==> src/rtl/hazard_stall_controller_pkg.sv <==
// -----------------------------------------------------------------------------
// core_pipe_pkg
// Definitions shared by the 5-stage RV32 pipeline control blocks:
//   - pipe_state_e    : sequencer state (RUN / MD_WAIT / MEM_WAIT)
//   - REG_ADDR_W, X0  : register-file address width and the hard-wired zero reg
//   - CNT_W_DEFAULT   : default width of the saturating status counters
//   - reg_match()     : operand/destination dependence test with x0 filtering
// -----------------------------------------------------------------------------
package core_pipe_pkg;

    localparam int REG_ADDR_W    = 5;
    localparam int CNT_W_DEFAULT = 16;

    localparam logic [REG_ADDR_W-1:0] X0 = '0;

    typedef enum logic [1:0] {
        ST_RUN      = 2'd0,
        ST_MD_WAIT  = 2'd1,
        ST_MEM_WAIT = 2'd2
    } pipe_state_e;

    // True when an operand that is actually read depends on rd.
    // Writes to x0 are discarded by the register file, so they never matter.
    function automatic logic reg_match(
        input logic                  use_rs,
        input logic [REG_ADDR_W-1:0] rs,
        input logic [REG_ADDR_W-1:0] rd
    );
        return use_rs && (rd != X0) && (rs == rd);
    endfunction

endpackage

==> src/rtl/hazard_stall_controller_if.sv <==
// -----------------------------------------------------------------------------
// hazard_stall_controller_if
// Bundle between the pipeline datapath (master) and the hazard/stall
// sequencer (slave).
//   master drives : ID operand info, EX load/redirect/mul-div info,
//                   mul/div completion, MEM request and data-memory ready
//   slave drives  : per-stage write enables, bubble/flush controls,
//                   stall/flush counters, mul/div timeout flag
// -----------------------------------------------------------------------------
interface hazard_stall_controller_if #(
    parameter int CNT_W = core_pipe_pkg::CNT_W_DEFAULT
);
    import core_pipe_pkg::*;

    // datapath -> controller
    logic [REG_ADDR_W-1:0] id_rs1;
    logic [REG_ADDR_W-1:0] id_rs2;
    logic                  id_use_rs1;
    logic                  id_use_rs2;
    logic                  ex_memread;
    logic [REG_ADDR_W-1:0] ex_rd;
    logic                  ex_redirect;
    logic                  ex_muldiv_start;
    logic                  muldiv_done;
    logic                  mem_req;
    logic                  dmem_ready;

    // controller -> datapath
    logic                  pc_we;
    logic                  ifid_we;
    logic                  ifid_flush;
    logic                  idex_we;
    logic                  idex_bubble;
    logic                  exmem_we;
    logic                  exmem_bubble;
    logic                  memwb_we;
    logic [CNT_W-1:0]      stall_cnt;
    logic [CNT_W-1:0]      flush_cnt;
    logic                  err_md_timeout;

    modport master (
        output id_rs1, id_rs2, id_use_rs1, id_use_rs2,
        output ex_memread, ex_rd, ex_redirect, ex_muldiv_start,
        output muldiv_done, mem_req, dmem_ready,
        input  pc_we, ifid_we, ifid_flush, idex_we, idex_bubble,
        input  exmem_we, exmem_bubble, memwb_we,
        input  stall_cnt, flush_cnt, err_md_timeout
    );

    modport slave (
        input  id_rs1, id_rs2, id_use_rs1, id_use_rs2,
        input  ex_memread, ex_rd, ex_redirect, ex_muldiv_start,
        input  muldiv_done, mem_req, dmem_ready,
        output pc_we, ifid_we, ifid_flush, idex_we, idex_bubble,
        output exmem_we, exmem_bubble, memwb_we,
        output stall_cnt, flush_cnt, err_md_timeout
    );

endinterface

==> src/rtl/hazard_stall_controller_sat_counter.sv <==
// -----------------------------------------------------------------------------
// sat_counter
// Up-counter that sticks at all-ones instead of wrapping.
//   clk     : clock, rising edge
//   rst_n   : asynchronous active-low clear
//   clr_i   : synchronous clear (wins over inc_i)
//   inc_i   : increment this cycle
//   cnt_o   : current count
// -----------------------------------------------------------------------------
module sat_counter #(
    parameter int WIDTH = 16
) (
    input  logic             clk,
    input  logic             rst_n,
    input  logic             clr_i,
    input  logic             inc_i,
    output logic [WIDTH-1:0] cnt_o
);

    logic [WIDTH-1:0] cnt_q;
    logic [WIDTH-1:0] cnt_d;

    always_comb begin
        cnt_d = cnt_q;
        if (clr_i) begin
            cnt_d = '0;
        end else if (inc_i && (cnt_q != {WIDTH{1'b1}})) begin
            cnt_d = cnt_q + 1'b1;
        end
    end

    always_ff @(posedge clk or negedge rst_n) begin
        if (!rst_n) begin
            cnt_q <= '0;
        end else begin
            cnt_q <= cnt_d;
        end
    end

    assign cnt_o = cnt_q;

endmodule

==> src/rtl/hazard_stall_controller.sv <==
// -----------------------------------------------------------------------------
// hazard_stall_controller
// Pipeline sequencer for the 5-stage RV32 core. Covers the hazards that
// forwarding cannot: load-use, EX redirects, multi-cycle mul/div occupancy and
// data-memory wait states. Only the state, the counters and the timeout flag
// are registered; every stage control is combinational from state + inputs.
//   clk      : core clock, rising edge
//   rst_n    : asynchronous active-low reset
//   pipe_if  : hazard_stall_controller_if.slave (inputs from the datapath,
//              stage enables/bubbles/flush and status back to it)
// Priority, highest first: memory stall > mul/div wait > redirect > load-use.
// -----------------------------------------------------------------------------
module hazard_stall_controller
    import core_pipe_pkg::*;
#(
    parameter int MD_TIMEOUT = 64,             // legal range 2..65535
    parameter int CNT_W      = CNT_W_DEFAULT
) (
    input  logic                      clk,
    input  logic                      rst_n,
    hazard_stall_controller_if.slave  pipe_if
);

    localparam int MD_CNT_W = 16;
    // The wait counter reads MD_LAST during the MD_TIMEOUT-th wait cycle;
    // the flag is set on the edge that takes it to MD_TIMEOUT.
    localparam logic [MD_CNT_W-1:0] MD_LAST = 16'(MD_TIMEOUT - 1);

    pipe_state_e         state_q, state_d;
    logic                err_q, err_d;

    logic                mem_stall;
    logic                load_use;
    logic                md_entry;
    logic                md_inc;
    logic                flush_inc;
    logic [MD_CNT_W-1:0] md_wait_cnt;

    logic                pc_we, ifid_we, ifid_flush, idex_we, idex_bubble;
    logic                exmem_we, exmem_bubble, memwb_we;

    assign mem_stall = pipe_if.mem_req && !pipe_if.dmem_ready;
    assign load_use  = pipe_if.ex_memread &&
                       (reg_match(pipe_if.id_use_rs1, pipe_if.id_rs1, pipe_if.ex_rd) ||
                        reg_match(pipe_if.id_use_rs2, pipe_if.id_rs2, pipe_if.ex_rd));

    always_comb begin
        pc_we        = 1'b1;
        ifid_we      = 1'b1;
        ifid_flush   = 1'b0;
        idex_we      = 1'b1;
        idex_bubble  = 1'b0;
        exmem_we     = 1'b1;
        exmem_bubble = 1'b0;
        memwb_we     = 1'b1;
        flush_inc    = 1'b0;
        state_d      = state_q;

        if (!rst_n) begin
            // Hold fetch and feed NOPs into EX while the core is in reset.
            pc_we       = 1'b0;
            ifid_we     = 1'b0;
            idex_bubble = 1'b1;
            state_d     = ST_RUN;
        end else if (mem_stall) begin
            // Freeze the whole pipe. Anything pending in EX (redirect,
            // load-use) stays put and is acted on once memory completes.
            pc_we    = 1'b0;
            ifid_we  = 1'b0;
            idex_we  = 1'b0;
            exmem_we = 1'b0;
            memwb_we = 1'b0;
            if (state_q != ST_MD_WAIT) begin
                state_d = ST_MEM_WAIT;
            end else if (pipe_if.muldiv_done) begin
                // The mul/div unit holds its result until EX advances, so the
                // wait can finish even while memory is frozen.
                state_d = ST_RUN;
            end
        end else if (state_q == ST_MD_WAIT) begin
            if (pipe_if.muldiv_done) begin
                state_d = ST_RUN;
            end else begin
                pc_we        = 1'b0;
                ifid_we      = 1'b0;
                idex_we      = 1'b0;
                exmem_bubble = 1'b1;
            end
        end else begin
            // RUN, or MEM_WAIT in the cycle memory completes.
            state_d = ST_RUN;
            if (pipe_if.ex_muldiv_start && !pipe_if.muldiv_done) begin
                // The op must stay in EX from its very first cycle.
                pc_we        = 1'b0;
                ifid_we      = 1'b0;
                idex_we      = 1'b0;
                exmem_bubble = 1'b1;
                state_d      = ST_MD_WAIT;
            end else if (pipe_if.ex_redirect) begin
                // A redirect kills the ID instruction, so any load-use
                // dependence it had is moot.
                ifid_flush  = 1'b1;
                idex_bubble = 1'b1;
                flush_inc   = 1'b1;
            end else if (load_use) begin
                // The load leaves EX next cycle, so one bubble suffices.
                pc_we       = 1'b0;
                ifid_we     = 1'b0;
                idex_bubble = 1'b1;
            end
        end
    end

    assign md_entry = (state_q != ST_MD_WAIT) && (state_d == ST_MD_WAIT);
    assign md_inc   = (state_q == ST_MD_WAIT);
    assign err_d    = err_q || (md_inc && (md_wait_cnt == MD_LAST));

    always_ff @(posedge clk or negedge rst_n) begin
        if (!rst_n) begin
            state_q <= ST_RUN;
            err_q   <= 1'b0;
        end else begin
            state_q <= state_d;
            err_q   <= err_d;
        end
    end

    sat_counter #(.WIDTH(CNT_W)) u_stall_cnt (
        .clk   (clk),
        .rst_n (rst_n),
        .clr_i (1'b0),
        .inc_i (!pc_we),
        .cnt_o (pipe_if.stall_cnt)
    );

    sat_counter #(.WIDTH(CNT_W)) u_flush_cnt (
        .clk   (clk),
        .rst_n (rst_n),
        .clr_i (1'b0),
        .inc_i (flush_inc),
        .cnt_o (pipe_if.flush_cnt)
    );

    sat_counter #(.WIDTH(MD_CNT_W)) u_md_wait_cnt (
        .clk   (clk),
        .rst_n (rst_n),
        .clr_i (md_entry),
        .inc_i (md_inc),
        .cnt_o (md_wait_cnt)
    );

    assign pipe_if.pc_we          = pc_we;
    assign pipe_if.ifid_we        = ifid_we;
    assign pipe_if.ifid_flush     = ifid_flush;
    assign pipe_if.idex_we        = idex_we;
    assign pipe_if.idex_bubble    = idex_bubble;
    assign pipe_if.exmem_we       = exmem_we;
    assign pipe_if.exmem_bubble   = exmem_bubble;
    assign pipe_if.memwb_we       = memwb_we;
    assign pipe_if.err_md_timeout = err_q;

endmodule

==> src/flat_wrapper.sv <==
// flat-port wrapper written by rule: the top's interface ports become plain ports
module hazard_stall_controller_flat import core_pipe_pkg::*;
#(
    parameter int MD_TIMEOUT = 64,                                    
    parameter int CNT_W      = CNT_W_DEFAULT
)
  (clk, rst_n, pipe_if_id_rs1, pipe_if_id_rs2, pipe_if_id_use_rs1, pipe_if_id_use_rs2, pipe_if_ex_memread, pipe_if_ex_rd, pipe_if_ex_redirect, pipe_if_ex_muldiv_start, pipe_if_muldiv_done, pipe_if_mem_req, pipe_if_dmem_ready, pipe_if_pc_we, pipe_if_ifid_we, pipe_if_ifid_flush, pipe_if_idex_we, pipe_if_idex_bubble, pipe_if_exmem_we, pipe_if_exmem_bubble, pipe_if_memwb_we, pipe_if_stall_cnt, pipe_if_flush_cnt, pipe_if_err_md_timeout);
  hazard_stall_controller_if #(.CNT_W(CNT_W)) pipe_if_i ();
  input  logic clk;
  input  logic rst_n;
  input wire logic [$bits(pipe_if_i.id_rs1)-1:0] pipe_if_id_rs1;
  input wire logic [$bits(pipe_if_i.id_rs2)-1:0] pipe_if_id_rs2;
  input wire logic [$bits(pipe_if_i.id_use_rs1)-1:0] pipe_if_id_use_rs1;
  input wire logic [$bits(pipe_if_i.id_use_rs2)-1:0] pipe_if_id_use_rs2;
  input wire logic [$bits(pipe_if_i.ex_memread)-1:0] pipe_if_ex_memread;
  input wire logic [$bits(pipe_if_i.ex_rd)-1:0] pipe_if_ex_rd;
  input wire logic [$bits(pipe_if_i.ex_redirect)-1:0] pipe_if_ex_redirect;
  input wire logic [$bits(pipe_if_i.ex_muldiv_start)-1:0] pipe_if_ex_muldiv_start;
  input wire logic [$bits(pipe_if_i.muldiv_done)-1:0] pipe_if_muldiv_done;
  input wire logic [$bits(pipe_if_i.mem_req)-1:0] pipe_if_mem_req;
  input wire logic [$bits(pipe_if_i.dmem_ready)-1:0] pipe_if_dmem_ready;
  output wire logic [$bits(pipe_if_i.pc_we)-1:0] pipe_if_pc_we;
  output wire logic [$bits(pipe_if_i.ifid_we)-1:0] pipe_if_ifid_we;
  output wire logic [$bits(pipe_if_i.ifid_flush)-1:0] pipe_if_ifid_flush;
  output wire logic [$bits(pipe_if_i.idex_we)-1:0] pipe_if_idex_we;
  output wire logic [$bits(pipe_if_i.idex_bubble)-1:0] pipe_if_idex_bubble;
  output wire logic [$bits(pipe_if_i.exmem_we)-1:0] pipe_if_exmem_we;
  output wire logic [$bits(pipe_if_i.exmem_bubble)-1:0] pipe_if_exmem_bubble;
  output wire logic [$bits(pipe_if_i.memwb_we)-1:0] pipe_if_memwb_we;
  output wire logic [$bits(pipe_if_i.stall_cnt)-1:0] pipe_if_stall_cnt;
  output wire logic [$bits(pipe_if_i.flush_cnt)-1:0] pipe_if_flush_cnt;
  output wire logic [$bits(pipe_if_i.err_md_timeout)-1:0] pipe_if_err_md_timeout;
  assign pipe_if_i.id_rs1 = pipe_if_id_rs1;
  assign pipe_if_i.id_rs2 = pipe_if_id_rs2;
  assign pipe_if_i.id_use_rs1 = pipe_if_id_use_rs1;
  assign pipe_if_i.id_use_rs2 = pipe_if_id_use_rs2;
  assign pipe_if_i.ex_memread = pipe_if_ex_memread;
  assign pipe_if_i.ex_rd = pipe_if_ex_rd;
  assign pipe_if_i.ex_redirect = pipe_if_ex_redirect;
  assign pipe_if_i.ex_muldiv_start = pipe_if_ex_muldiv_start;
  assign pipe_if_i.muldiv_done = pipe_if_muldiv_done;
  assign pipe_if_i.mem_req = pipe_if_mem_req;
  assign pipe_if_i.dmem_ready = pipe_if_dmem_ready;
  assign pipe_if_pc_we = pipe_if_i.pc_we;
  assign pipe_if_ifid_we = pipe_if_i.ifid_we;
  assign pipe_if_ifid_flush = pipe_if_i.ifid_flush;
  assign pipe_if_idex_we = pipe_if_i.idex_we;
  assign pipe_if_idex_bubble = pipe_if_i.idex_bubble;
  assign pipe_if_exmem_we = pipe_if_i.exmem_we;
  assign pipe_if_exmem_bubble = pipe_if_i.exmem_bubble;
  assign pipe_if_memwb_we = pipe_if_i.memwb_we;
  assign pipe_if_stall_cnt = pipe_if_i.stall_cnt;
  assign pipe_if_flush_cnt = pipe_if_i.flush_cnt;
  assign pipe_if_err_md_timeout = pipe_if_i.err_md_timeout;
  hazard_stall_controller #(.MD_TIMEOUT(MD_TIMEOUT), .CNT_W(CNT_W)) u_core (.clk(clk), .rst_n(rst_n), .pipe_if(pipe_if_i));
endmodule
==> config.mk <==
export PLATFORM = sky130hd
export DESIGN_NAME = hazard_stall_controller_flat
export DESIGN_NICKNAME = d
export VERILOG_FILES = /design/src/rtl/hazard_stall_controller_pkg.sv /design/src/rtl/hazard_stall_controller_if.sv /design/src/rtl/hazard_stall_controller_sat_counter.sv /design/src/rtl/hazard_stall_controller.sv /design/src/flat_wrapper.sv
export SDC_FILE = /design/constraint.sdc
export NUM_CORES = 1
export LEC_CHECK = 0
export ABC_CLOCK_PERIOD_IN_PS = 2300
export CORE_MARGIN = 1.5
export CORE_UTILIZATION = 48
export CTS_BUF_LIST = sky130_fd_sc_hd__clkbuf_8
export DETAILED_ROUTE_END_ITERATION = 10
export HOLD_SLACK_MARGIN = 0.06
export PLACE_DENSITY = 0.84
export SETUP_SLACK_MARGIN = 0.3
export SLEW_MARGIN = 40
export SYNTH_ARGS = -nofsm -noshare
export SYNTH_HDL_FRONTEND = slang
export SYNTH_HIERARCHICAL = 1
export SYNTH_SLANG_ARGS = --single-unit
==> constraint.sdc <==
create_clock -name clk -period 2.3 [get_ports clk]
set_clock_uncertainty 0.05 [all_clocks]
set_input_delay 0.46 -clock clk [delete_from_list [all_inputs] [get_ports clk]]
set_output_delay 0.46 -clock clk [all_outputs]
set_load 0.05 [all_outputs]
# [Yosys cells after proc, flatten, opt, wreduce, memory -nomap -nowiden]
# Cells that the tools add are included.
[totals] reg_bits=51 input_bits=25 elab_cells=73
[op_classes] reduce_logical=19 n_eq_ne=9 n_mux=37 add_sub_neg=3
[op_table] operator="16-bit by 1-bit adder with 16-bit output (second input constant)" count=3
[op_table] operator="16-bit != test (second input constant)" count=3
[op_table] operator="16-bit two-way mux" count=2
[op_table] operator="1-bit two-way mux" count=30
[op_table] operator="16-bit by 6-bit == test with 1-bit output (second input constant)" count=1
[op_table] operator="1-bit logical AND" count=12
[op_table] operator="5-bit == test" count=2
[op_table] operator="2-bit two-way mux" count=5
[op_table] operator="5-bit nonzero test" count=1
[op_table] operator="2-bit by 1-bit == test with 1-bit output (second input constant)" count=2
[op_table] operator="1-bit zero test" count=3
[op_table] operator="1-bit logical OR" count=2
[op_table] operator="2-bit by 1-bit != test with 1-bit output (second input constant)" count=1
[op_table] operator="2-bit nonzero test" count=1

# [Depth between registers and ports, before layout]
# Gate-level depths: netlist of the first run.
[depth] word_depth=13 ltp_mapped=9

# [By module]
# The synthesis of the first run kept the hierarchy.
[by_module_without_submodules] module="sat_counter at u_core.u_flush_cnt ..." n_inst=2 cells_per_inst=98 area_each_um2=942.2
[by_module_without_submodules] module="sat_counter at u_core.u_stall_cnt" n_inst=1 cells_per_inst=94 area_each_um2=930.9
[by_module_without_submodules] module="hazard_stall_controller" n_inst=1 cells_per_inst=52 area_each_um2=391.6

# [Worst setup path before layout of the first run]
# No wires, ideal clock.
[synth_path] path_kind="input to register" start="input port pipe_if_dmem_ready" end="register u_core.u_flush_cnt.cnt_q[3] (netlist: u_core/u_flush_cnt/cnt_o[3])" t_arrival_ns=2.385 t_required_ns=2.173 slack_ns=-0.212 path_stages=7 cell_sequence="nand2b_1 o211a_1 and3_1 inv_1 clkbuf_1 or4_2 a21oi_1"
[synth_between] elab_chain_len=5
[synth_rtl] element="start, declared" line_no="flat_wrapper.sv:21" text="input wire logic [$bits(pipe_if_i.dmem_ready)-1:0] pipe_if_dmem_ready;"
[synth_rtl] element="1-bit zero test" line_no="hazard_stall_controller.sv:42" text="assign mem_stall = pipe_if.mem_req && !pipe_if.dmem_ready;"
[synth_rtl] element="1-bit logical AND" line_no="hazard_stall_controller.sv:42"
[synth_rtl] element="1-bit two-way mux (2 in a row)"
[synth_rtl] element="net pipe_if_ifid_flush" line_no="flat_wrapper.sv:24" text="output wire logic [$bits(pipe_if_i.ifid_flush)-1:0] pipe_if_ifid_flush;"
[synth_rtl] element="1-bit logical AND" line_no="hazard_stall_controller_sat_counter.sv:27" text="end else if (inc_i && (cnt_q != {WIDTH{1'b1}})) begin"
[synth_rtl] element="end signal, assigned" line_no="hazard_stall_controller_sat_counter.sv:36" text="cnt_q <= cnt_d;"
[synth_rtl] element="end, declared" line_no="hazard_stall_controller_sat_counter.sv:20" text="logic [WIDTH-1:0] cnt_q;"
# The timed path passes the listed nets, and every way through them passes these cells.
# A chain may end at the register's enable or synchronous reset.

# [Final worst setup path of the first run]
[layout_path] start="input port pipe_if_ex_redirect" end="register u_core.u_stall_cnt.cnt_q[13] (netlist: u_core/u_stall_cnt/cnt_o[13])"
[layout_between] elab_chain_len=7
[layout_rtl] element="start, declared" line_no="flat_wrapper.sv:17" text="input wire logic [$bits(pipe_if_i.ex_redirect)-1:0] pipe_if_ex_redirect;"
[layout_rtl] element="1-bit two-way mux" line_no="hazard_stall_controller.sv:99" text="end else if (pipe_if.ex_redirect) begin"
[layout_rtl] element="1-bit two-way mux" line_no="hazard_stall_controller.sv:92" text="if (pipe_if.ex_muldiv_start && !pipe_if.muldiv_done) begin"
[layout_rtl] element="1-bit two-way mux" line_no="hazard_stall_controller.sv:80" text="end else if (state_q == ST_MD_WAIT) begin"
[layout_rtl] element="1-bit two-way mux" line_no="hazard_stall_controller.sv:65" text="end else if (mem_stall) begin"
[layout_rtl] element="1-bit two-way mux" line_no="hazard_stall_controller.sv:59" text="if (!rst_n) begin"
[layout_rtl] element="1-bit zero test" line_no="hazard_stall_controller.sv:132" text=".inc_i (!pc_we),"
[layout_rtl] element="1-bit logical AND" line_no="hazard_stall_controller_sat_counter.sv:27"
[layout_rtl] element="end signal, assigned" line_no="hazard_stall_controller_sat_counter.sv:36"
[layout_rtl] element="end, declared" line_no="hazard_stall_controller_sat_counter.sv:20"
# No other way between the ends.

==> impl_results.md, run 1 <==
- Synth warn: 6
- Initial Util: 50.22%
- Row Count: 29
- Pwr/cell area: 424.8 mW/mm^2
- Least-Margin Pin Slew: 0.5313 ns
- Most numerous cell in the Yosys netlist: dfrtp_1
- Clock Root Buffer: clkbuf_8
- RR Endpoint: u_core/u_stall_cnt/cnt_o[13]
- Final Util: 74.26%
- Crit-path max FO: 5
- Crit path from: pipe_if_ex_redirect
- CTS sink cnt: 51
- Vias/cell: 6.308
- Asr flop ratio synth: 100.0%
- WP data required: 2.49 ns
- R2r startpoint: u_core/state_q[0]
- First-pass GRT wire length: 14560 um
- Power Total: 2.014 mW
- Antenna Nets Post-Route: 0
- Critical Path AT: 2.52 ns
- Layout cell share with drive strength beyond 1: 37.89%
- Period utilisation layout: 101.1%
- GP Congestion: 0.8677
- Core area: 0.006386 mm^2
- Ant. Diodes: 0
- Die width: 84.74 um
- Final setup margin: -0.02637 ns
- WL per Instance: 18.54 um
- H-Tree Depth: 2
- Congestion Overflow GR: 0
- DP Cell Count: 497
- DRC Markers: 0
- Setup Crit Path Kind: input pin to flop
- Finished Layout Cells: 523
- Sequential area share after synthesis: 39.80%
- Fin crit period: 2.326 ns
- Finished Cell Area: 0.004742 mm^2
- R2R cell count: 8
- DR vias: 3299
- Peak VDD IR: 0.0003024 V
- Achievable Freq: 429.9 MHz
- Count of cell types in the netlist: 52
- CTS tree: done
- Main area contributors after synthesis: dfrtp_1 (40%), a21oi_1 (5.0%), o31ai_1 (4.2%)
- Post-CTS Hold Buffers: 0
- Hold Vio Cnt, Final: 0
- I/O pin count: 66
- Vias in the first global route: 2984
- Clock power share: 32.2%
- Flop2flop setup slack: 0.02 ns
- Synth Register Bits: 51
- Slew HR: 64.31%
- Sequential Power Share: 47.4%
- Cell Chain, Critical Path: clkdlybuf4s50_1 > or3_4 > o21ai_2 > and4_4 > nand4b_1 > or4_1 > a21oi_1
- Post-Syn Area: 0.003207 mm^2
- Layout area overhead: 47.87%
- Fin. max-slew vios: 0
- Ys flop type: dfrtp_1
- Area of the die: 0.007180 mm^2
- Critical Path Sink: u_core/u_stall_cnt/cnt_o[13]
- Critical-path top delay cell: or4_1
- Post-synth EDFFs: 0
- CTS max path bufs: 2
- GRT Total Usage: 24.70%
- Die Span Y: 84.74 um
- Final number of setup-violating endpoints: 2
- DP Area: 0.004238 mm^2
- Failing checks: setup timing
- Worst setup SP type: input pin
- Commonest cells post-synth: dfrtp_1 (51), a21oi_1 (32), nand2_1 (22), o31ai_1 (18), nor2_1 (17)
- Combinational power share: 20.4%
- Sw Ratio: 28.57%
- Cell taking the most area after synthesis: dfrtp_1
- Max capacitance violation total: 0
- Initial antenna violation count: 0
- DP HPWL: 5876 um
- RSZ-0062 raised after global routing: yes
- Initial detailed-routing violation count: 255
- Mean area per synthesized cell: 9.377 um^2
- Hold WC Path Type: input pin to asynchronous set/reset pin
- CP peak stage delay: 0.44 ns
- Largest net degree at the start of global routing: 33
- Clock-pin slew on the worst setup and hold paths: 0.10 ns
- Yosys top cell area share: 39.80%
- Total Wirelength: 9699 um
- TritonCTS Buffers: 5
- Leakage: 2.068 nW
- Cell-internal power: 1.439 mW
- Synth Instances: 342
- Hold_ws: 0.1239 ns
- PortBufs: 65
- Worst Setup End Kind: flop
- Switching pwr: 575.5 uW
- Drt pass-1 iters: 5
- Post-layout nets: 473
- Status: finished with violations
- Clk_lat worst skew: 0.31 ns
## worst max-delay path, delay by kind of cell
kind	cells	cell delay (ns)
buf+inv	1	0.42
compound gates	2	0.35
simple gates	4	1.28
## cell usage in the layout, fill, tap and decap left out, types with 8 or more instances in the layout
cell,instances
dlygate4sd2_1,41
dfrtp_1,33
buf_4,30
nand2_1,21
a21oi_1,20
dfrtp_2,18
o31ai_1,17
buf_6,16
nor2_1,16
nand4_1,15
nor2b_1,11
a21oi_2,11
xor2_1,8
or4_4,8
nand3_1,8
or3_1,8
## final cells by class
class | count | area (um^2)
timing repair inverter | 2 | 12.51
clock buffer | 5 | 68.82
multi-input combinational | 268 | 2151
sequential | 51 | 1299
fill | 436 | 1644
inverter | 10 | 46.29
tap | 77 | 96.34
timing repair buffer | 107 | 1022
clock inverter | 3 | 46.29
## registers in the layout, indices dropped and copies added, names as in the netlist
| signal | flops |
|---|---|
| u_core/u_stall_cnt/cnt_o | 16 |
| u_core/u_flush_cnt/cnt_o | 16 |
| u_core/u_md_wait_cnt/cnt_o | 16 |
| u_core/pipe_if.err_md_timeout | 1 |
| u_core/state_q | 2 |
## per-stage QoR
step,worst slack [ns],TNS [ns]
floorplan,-0.03187,-0.04423
global placement,-0.5610,-7.856
detailed placement,-0.6949,-10.24
CTS,-0.01513,-0.01513
global route,-0.1491,-0.5299
finish,-0.02637,-0.04146
## routing by layer
layer	part of all wire, %	track usage (%)
met1	41	33.27
met2	52	41.41
met3	4.4	4.523
met4	1.8	6.012
met5	0	0
## logic make-up after synthesis
group           after synthesis  share of synthesized area, %
mux                          11                         3.941
other cells                   1                        0.1169
buf+inv                      25                         3.745
fa+ha+maj                     3                         1.171
compound gates               80                         15.80
simple gates                159                         32.15
xor+xnor                     12                         3.278
flops                        51                         39.80
## worst min path at each step
stage / from / endpoint / slack, ns / depth (start not counted)
after floorplan: rst_n / u_core/pipe_if.err_md_timeout / 0.11 / 0
after global placement: u_core/pipe_if.err_md_timeout / u_core/pipe_if.err_md_timeout / 0.42 / 1
after detailed placement: u_core/pipe_if.err_md_timeout / u_core/pipe_if.err_md_timeout / 0.43 / 1
after CTS: rst_n / u_core/u_md_wait_cnt/cnt_o[7] / 0.11 / 2
after global routing: rst_n / u_core/u_md_wait_cnt/cnt_o[7] / 0.14 / 2
final: rst_n / u_core/u_md_wait_cnt/cnt_o[7] / 0.12 / 2
## power by group through the flow
| stage | combinational, mW | sequential [mW] | clock, mW |
|---|---|---|---|
| finish | 0.411 | 0.954 | 0.649 |
| global route | 0.438 | 0.958 | 0.707 |
| CTS | 0.360 | 0.954 | 0.660 |
| detailed placement | 0.331 | 0.971 | 0 |
| global placement | 0.322 | 0.970 | 0 |
| floorplan | 0.149 | 0.988 | 0 |
## timing repair
item / in CTS / in global routing
buffers inserted: 8 / 7
resized for setup: 126 / 41
pin swaps: 33 / 24
setup endpoints to repair: 70 / 48
cloned: 1 / 2
No activity file was read; power rests on OpenSTA's default activity.
==> run 2: changes to the inputs <==
--- a/config.mk
+++ b/config.mk
@@ -11,7 +11,7 @@
 export CTS_BUF_LIST = sky130_fd_sc_hd__clkbuf_8
 export DETAILED_ROUTE_END_ITERATION = 10
 export HOLD_SLACK_MARGIN = 0.06
-export PLACE_DENSITY = 0.84
+export PLACE_DENSITY = 0.79
 export SETUP_SLACK_MARGIN = 0.3
 export SLEW_MARGIN = 40
 export SYNTH_ARGS = -nofsm -noshare
==> impl_results.md, run 2 (synthesized netlist as in run 1, its figures left out) <==
- Status: finished with violations
- CTS max path bufs: 2
- Worst setup SP type: input pin
- R2r startpoint: u_core/state_q[0]
- Grt peak-use layer: met2
- Layout cell share with drive strength beyond 1: 40.49%
- PortBufs: 65
- Initial Util: 50.22%
- Clk_lat worst skew: 0.31 ns
- Initial antenna violation count: 0
- Achievable Freq: 414.4 MHz
- GRT Total Usage: 26.24%
- Leakage: 2.120 nW
- Flop2flop setup slack: 0.06 ns
- Critical Path AT: 1.90 ns
- Drt pass-1 iters: 5
- RR Endpoint: u_core/u_stall_cnt/cnt_o[13]
- Fin crit period: 2.413 ns
- Hold Vio Cnt, Final: 0
- Initial detailed-routing violation count: 271
- GR Layer Usage met1: 34.43%
- Failing checks: setup timing
- DP Cell Count: 497
- Core area: 0.006386 mm^2
- Largest net degree at the start of global routing: 30
- DR vias: 3464
- Die width: 84.74 um
- Most common cell after layout, fill and taps aside: dlygate4sd2_1
- Finished Layout Cells: 524
- Layout area overhead: 52.36%
- Final setup margin: -0.1131 ns
- Die Span Y: 84.74 um
- GP Congestion: 0.8298
- H-Tree Depth: 2
- Total Wirelength: 10540 um
- Cell-internal power: 1.546 mW
- Final number of setup-violating endpoints: 4
- Max capacitance violation total: 0
- Slew HR: 51.28%
- Pwr/cell area: 432.6 mW/mm^2
- CTS tree: done
- Row Count: 29
- Finished Cell Area: 0.004886 mm^2
- CTS sink cnt: 51
- R2R cell count: 8
- Worst Setup End Kind: output port
- Congestion Overflow GR: 0
- Period utilisation layout: 104.9%
- TritonCTS Buffers: 5
- Area of the die: 0.007180 mm^2
- DRC Markers: 0
- Setup Crit Path Kind: input pin to output port
- Sw Ratio: 26.86%
- Final Util: 76.51%
- Hold WC Path Type: input pin to asynchronous set/reset pin
- Vias in the first global route: 3103
- Peak VDD IR: 0.0003993 V
- DP Area: 0.004238 mm^2
- Most frequent cells in the layout: dlygate4sd2_1 (40), dfrtp_1 (33), buf_4 (30)
- Pre-CTS WS: -0.6457 ns
- Met2 Track Usage GR: 44.88%
- Least-Margin Pin Slew: 0.7253 ns
- Ant. Diodes: 0
- Antenna Nets Post-Route: 0
- Combinational power share: 19.8%
- Hold_ws: 0.1310 ns
- I/O pin count: 66
- Clock-pin slew on the worst setup and hold paths: 0.10 ns
- DP HPWL: 5892 um
- First-pass GRT wire length: 15300 um
- Vias/cell: 6.611
- Sequential Power Share: 45.2%
- Power Total: 2.114 mW
- RSZ-0062 raised after global routing: yes
- Fin. max-slew vios: 0
- Post-layout nets: 474
- M3 GR Usage: 3.245%
- Crit-path max FO: 3
- WL per Instance: 20.11 um
- WP data required: 1.79 ns
- Switching pwr: 567.8 uW
- Setup TNS: -0.3657 ns
- Clock power share: 35.0%
- Clock Root Buffer: clkbuf_8
==> run 2: worst max path at each step <==
stage                     start                            to  depth (start not counted)
2_1_floorplan  pipe_if_ex_rd[3]           pipe_if_idex_bubble                          4
3_3_place_gp   pipe_if_ex_rd[1]  u_core/u_stall_cnt/cnt_o[11]                          9
3_5_place_dp   pipe_if_ex_rd[3]  u_core/u_stall_cnt/cnt_o[11]                          9
4_1_cts        pipe_if_ex_rd[4]           pipe_if_idex_bubble                          6
5_1_grt        pipe_if_ex_rd[0]  u_core/u_stall_cnt/cnt_o[13]                          9
6_report       pipe_if_ex_rd[0]           pipe_if_idex_bubble                          6
==> run 2: routing by layer <==
layer / routed length, um / vias up
met5: 0 / -
met4: 427 / 0
met3: 589 / 48
met2: 5531 / 161
met1: 3991 / 1728
li1: - / 1527
==> run 2: critical path: stages <==
cell       delay, ns
buf_2           0.13
xor2_1          0.16
nor4_1          0.42
a32oi_2         0.16
o211ai_1        0.33
clkbuf_16       0.23
==> run 2: final cells by class <==
class	instances	area [um^2]
well taps	77	96.34
multi-input cells	269	2246
clock buffers	5	68.82
repair buffers	107	1054
flip-flops and latches	51	1299
fillers	419	1500
repair inverters	2	12.51
inverters	10	46.29
clock inverters	3	63.81
==> run 2: repair_timing <==
item | CTS | global route
pin swaps | 36 | 19
setup buffers | 8 | 7
gates cloned | 2 | 2
hold buffers | 0 | 0
endpoints found under the setup margin | 70 | 50
gates resized for setup | 118 | 73
==> run 2: power groups by stage <==
stage	combinational (mW)	sequential [mW]	clock, mW
5_1_grt	0.446	0.960	0.789
4_1_cts	0.351	0.953	0.740
6_report	0.420	0.955	0.739
3_5_place_dp	0.326	0.971	0
3_3_place_gp	0.319	0.969	0
2_1_floorplan	0.149	0.988	0
